`src/rtl/ps2_host_tx.sv`:
```
// rtl/ps2_host_tx.sv - PS/2 host-to-device command byte transmitter
//
// Sends one command byte to a PS/2 device using the host request-to-send
// sequence: inhibit the clock, assert the start bit, release the clock, and
// shift D0..D7, odd parity and stop on device clock falling edges. The ACK
// is sampled on falling edge 11.
//
// Ports:
//   clk, reset              system clock, synchronous active-high reset
//   tx_start, tx_data       one-cycle send request and byte (ignored while busy)
//   ps2_clk_in, ps2_data_in raw pad values (asynchronous)
//   ps2_clk_oe, ps2_data_oe open-drain enables (1 = pull line low)
//   busy                    transfer in progress
//   done, error             one-cycle completion / failure pulses
//
// Build option:
//   PS2_TX_ACK_CHECK_EN     when defined, data=1 at edge 11 (NACK) gives error;
//                           when undefined, the ACK sample is ignored.

module ps2_host_tx #(
  parameter int INHIBIT_CYCLES = 12000,
  parameter int TIMEOUT_CYCLES = 2000000
) (
  input  logic       clk,
  input  logic       reset,
  input  logic       tx_start,
  input  logic [7:0] tx_data,
  input  logic       ps2_clk_in,
  input  logic       ps2_data_in,
  output logic       ps2_clk_oe,
  output logic       ps2_data_oe,
  output logic       busy,
  output logic       done,
  output logic       error
);

  localparam int IW = $clog2(INHIBIT_CYCLES + 1);
  localparam int TW = $clog2(TIMEOUT_CYCLES + 1);

  typedef enum logic [2:0] {
    S_IDLE, S_INHIBIT, S_REQ, S_SHIFT, S_ACK, S_WAIT_IDLE, S_DONE, S_ERR
  } state_t;

  state_t        state;
  logic [8:0]    shreg;      // {parity, data}, shifted out LSB first
  logic [3:0]    edge_cnt;
  logic [IW-1:0] inh_cnt;
  logic [TW-1:0] to_cnt;

  // Synchronizers; reset to 1 (idle line) so no false edge follows reset.
  logic clk_s1, clk_s2, clk_q, clk_q_d;
  logic data_s1, data_s2;
  logic clk_fall;
  logic timeout_hit;

  always_ff @(posedge clk) begin
    if (reset) begin
      clk_s1  <= 1'b1;
      clk_s2  <= 1'b1;
      clk_q   <= 1'b1;
      clk_q_d <= 1'b1;
      data_s1 <= 1'b1;
      data_s2 <= 1'b1;
    end else begin
      clk_s1  <= ps2_clk_in;
      clk_s2  <= clk_s1;
      clk_q   <= clk_s2;
      clk_q_d <= clk_q;
      data_s1 <= ps2_data_in;
      data_s2 <= data_s1;
    end
  end

  assign clk_fall    = clk_q_d & ~clk_q;
  // A falling edge restarts the timeout window, so it never aborts on that cycle.
  assign timeout_hit = (to_cnt == TW'(TIMEOUT_CYCLES - 1)) && !clk_fall;

  always_ff @(posedge clk) begin
    if (reset) begin
      state       <= S_IDLE;
      shreg       <= '0;
      edge_cnt    <= '0;
      inh_cnt     <= '0;
      to_cnt      <= '0;
      ps2_clk_oe  <= 1'b0;
      ps2_data_oe <= 1'b0;
      busy        <= 1'b0;
      done        <= 1'b0;
      error       <= 1'b0;
    end else begin
      case (state)
        // DONE/ERR end their pulse and accept a new request like IDLE, so a
        // request in the cycle after the pulse is never lost.
        S_IDLE, S_DONE, S_ERR: begin
          done        <= 1'b0;
          error       <= 1'b0;
          ps2_clk_oe  <= 1'b0;
          ps2_data_oe <= 1'b0;
          state       <= S_IDLE;
          if (tx_start) begin
            shreg      <= {~^tx_data, tx_data};
            busy       <= 1'b1;
            ps2_clk_oe <= 1'b1;
            inh_cnt    <= '0;
            state      <= S_INHIBIT;
          end
        end

        S_INHIBIT: begin
          inh_cnt <= inh_cnt + 1'b1;
          if (inh_cnt == IW'(INHIBIT_CYCLES - 1)) begin
            ps2_data_oe <= 1'b1;  // start bit while the clock is still held
            state       <= S_REQ;
          end
        end

        S_REQ: begin
          ps2_clk_oe <= 1'b0;
          edge_cnt   <= '0;
          to_cnt     <= '0;
          state      <= S_SHIFT;
        end

        S_SHIFT, S_ACK, S_WAIT_IDLE: begin
          to_cnt <= clk_fall ? '0 : to_cnt + 1'b1;
          if (timeout_hit) begin
            ps2_clk_oe  <= 1'b0;
            ps2_data_oe <= 1'b0;
            busy        <= 1'b0;
            error       <= 1'b1;
            state       <= S_ERR;
          end else if (state == S_SHIFT) begin
            if (clk_fall) begin
              edge_cnt <= edge_cnt + 1'b1;
              if (edge_cnt == 4'd9) begin
                ps2_data_oe <= 1'b0;  // stop bit: release
                state       <= S_ACK;
              end else begin
                ps2_data_oe <= ~shreg[0];
                shreg       <= {1'b0, shreg[8:1]};
              end
            end
          end else if (state == S_ACK) begin
            if (clk_fall) begin
              edge_cnt <= edge_cnt + 1'b1;
`ifdef PS2_TX_ACK_CHECK_EN
              if (data_s2) begin
                busy  <= 1'b0;
                error <= 1'b1;
                state <= S_ERR;
              end else begin
                state <= S_WAIT_IDLE;
              end
`else
              state <= S_WAIT_IDLE;
`endif
            end
          end else begin
            if (clk_q && data_s2) begin
              busy  <= 1'b0;
              done  <= 1'b1;
              state <= S_DONE;
            end
          end
        end

        default: state <= S_IDLE;
      endcase
    end
  end

endmodule
```
`config.mk`:
```
export PLATFORM = sky130hd
export DESIGN_NAME = ps2_host_tx
export DESIGN_NICKNAME = d
export VERILOG_FILES = /design/src/rtl/ps2_host_tx.sv
export SDC_FILE = /design/constraint.sdc
export NUM_CORES = 1
export LEC_CHECK = 0
export CAP_MARGIN = 20
export CORE_ASPECT_RATIO = 0.75
export CORE_MARGIN = 2
export CORE_UTILIZATION = 35
export DETAILED_ROUTE_END_ITERATION = 8
export GPL_TIMING_DRIVEN = 0
export MAX_ROUTING_LAYER = met4
export PLACE_DENSITY = 0.57
export SLEW_MARGIN = 20
export SYNTH_ARGS = -nofsm -noshare
export SYNTH_HDL_FRONTEND = slang
export SYNTH_SLANG_ARGS = --single-unit
```
`constraint.sdc`:
```
create_clock -name clk -period 3.1 [get_ports clk]
set_clock_uncertainty 0.1 [all_clocks]
set_input_delay 0.62 -clock clk [delete_from_list [all_inputs] [get_ports clk]]
set_output_delay 0.62 -clock clk [all_outputs]
set_load 0.005 [all_outputs]
```
==> results.ini <==
[yosys]
synth.top_cell.area_share_pct=38.2
synth_edf_count=0
async_reset_ff_share_pct=0
ys_ff_latch=62
synth.distinct_cells=59
synthFlopType=dfxtp_1
synth_area_leaders=dfxtp_1 38%, nor2_1 5.5%, nand2_1 5.3%, a21oi_1 5.1%, o21ai_0 3.7%
ys_seq_area_share_pct=38.2
ys_warn_count=0
synth_top_area_cell=dfxtp_1
syn_nets=426
synth_area_um2=3250
synthCells=409
avgSynthCellArea_um2=7.94

[clock_tree]
cts_tree=built
cts_buffers=9
clk_path_buf_depth=2
cts_root_buf=clkbuf_16
cts_setup_buffers=0
clkSinkCount=62
clkLatencyLatePin_ns=0.33
ctsHoldBuffers=0
cts_resized=0
clk_pin_slew_worst_paths_ns=0.05
htreeDepth=3

[route]
vias=3049
wire_per_inst_um=14.8
drtAntennaViolNets=0
drtIter0Drc=222
drtPass1Iterations=5
routed_wl_um=8370
viasPerCell=5.38
drc_errors=0

[pwr]
cellLeakagePower_uw=0.00124
ir_drop_v=0.000427
finalPower_uw=2940
power.density_nw_per_um2=761

[timing]
whs_ns=0.307
slew-limit-headroom_pct=44.5
period_needed_ns=2.79
worst_slack_ns=0.311
setup_viol=0
final_hold_viol_count=0
fmax_mhz=359
maxSlewViolCount=0
fin_tns_setup_ns=0
worst_pin_slew_ns=0.826
period_share_pct=90.0
grt_setup_unrepaired=false

[critical_path]
startpoint_type=register
cp.required_ns=3.24
crit_type=reg2reg
worst-path-max-fanout=10
worstPathArrival_ns=2.93
cp_slowest_stage_delay_ns=0.71
crit_chain=clkbuf_1, nand3b_1, a21oi_1, clkbuf_1, nand2_1, a311oi_1
r2r_setup_slack_ns=0.31
crit_slowest_cell=a21oi_1
cp-end-kind=register
path_delay_family=compound AO/OA/AOI/OAI gates
path_buf_inv=2
crit_top_cell=clkbuf_1

[floorplan]
die_w_um=115
die-height_um=87.4
start_util_pct=35.9
num_rows=30
ios=18
dieArea_um2=10100
fp.coreArea_um2=9050

[job]
cap_violations=0

[cells_and_area]
layout-drive-gt1-share_pct=7.52
nets=453
seq_area_um2=1240
syn2layout_area_growth_pct=18.8
final_cell_mix=62 x dfxtp_1, 48 x nor2_1, 46 x nand2_1
multiInputGateArea_um2=1870
final_core_utilization_pct=42.7
diodes=0
final_common_cell=dfxtp_1
fillers=921

[placed_design]
dp_worst_setup_slack_ns=0.358
hpwl_um=5870
place.gp.congestion=0.845
port_buffers=16

[global_route]
antenna_found_initial=0
grt_pass1_wl_um=13900
grtUsageTotal_pct=18.5
grt_pass1_vias=2732
grt_overflow=0
grt_max_degree=11

[hold_path]
min_path_type=reg2reg

[status]
status=complete, no violations

through the flow:
stage	instance area [µm²]	std cells
floorplan	3250	409
global placement	3570	553
detailed placement	3570	553
CTS	3860	567
global route	3860	567
finish	3860	567
registers in the layout, indices dropped and copies added, names as in the netlist, 3 cells and up:
signal and cells:
inh_cnt 14, state 3, to_cnt 21, shreg 9, edge_cnt 4
cell type report:
| type | instances | area share, % |
|---|---|---|
| clock inverter | 1 | 0.778 |
| clock buffer | 13 | 6.74 |
| inverter | 10 | 0.972 |
| buffer | 25 | 2.69 |
| multi-input combinational | 312 | 48.4 |
| sequential | 62 | 32.2 |
| timing repair buffer | 16 | 4.15 |
| tap | 128 | 4.15 |
where the power goes:
part           switching, µW  leakage [µW]  total (µW)  internal [µW]
clock                    331      0.000142         987            656
combinational            672      0.000599        1010            339
sequential              49.1      0.000504         939            890
total                   1050       0.00124        2940           1890
worst register-to-register path: cells and delay by family (launching register included):
family	cells	cell delay [ns]
AOI/OAI and AO/OA	2	0.99
buffers and inverters	2	0.88
and+or+nand+nor	2	0.39
DFF	1	0.33
synthesized netlist by cell type (2+ instances only):
master and instances:
dfxtp_1 62, nor2_1 48, nand2_1 46, a21oi_1 33, o21ai_0 24, clkbuf_1 22
nand3_1 15, a311oi_1 13, inv_1 10, nor3_1 10, a31oi_1 9, nand4_1 8
or3_1 8, or2_2 7, xnor2_1 7, and2_1 6, nand3b_1 5, and3_1 4
ha_1 4, nand2b_1 4, o21a_1 4, or4_1 4, a211oi_1 3, a41oi_1 3
mux2_2 3, nor4b_1 3, xor2_1 3, a22oi_1 2, and4_1 2, buf_2 2
mux2i_1 2, nand4b_1 2, nor2b_1 2, nor4_1 2, nor4_2 2, o211ai_1 2
path summary, 6_finish.rpt:
| path | startpoint | to | cells past startpoint |
|---|---|---|---|
| worst min register to register | data_s1 | data_s2 | 1 |
| worst max register to register | state[0] | to_cnt[18] | 6 |
| worst min-delay path | data_s1 | data_s2 | 1 |
| worst max-delay path | state[0] | to_cnt[18] | 6 |
routing by layer:
layer	global-route usage, %	share of wire, %
met4	5.70	1.0
met5	-	0
met3	5.01	5.3
met1	26.5	52
met2	25.2	42
cell families (layout without fill, tap and decap cells):
group / Yosys count / after routing / share of synthesized area [%]
adder cells (fa/ha/maj): 4 / 4 / 1.54
multiplexers: 5 / 5 / 1.66
XOR/XNOR: 10 / 10 / 2.70
flip-flops: 62 / 62 / 38.2
buffers and inverters: 35 / 65 / 4.35
AND/OR/NAND/NOR: 186 / 186 / 29.7
AO/OA/AOI/OAI: 107 / 107 / 21.9
No activity file was read; power rests on OpenSTA's default activity.
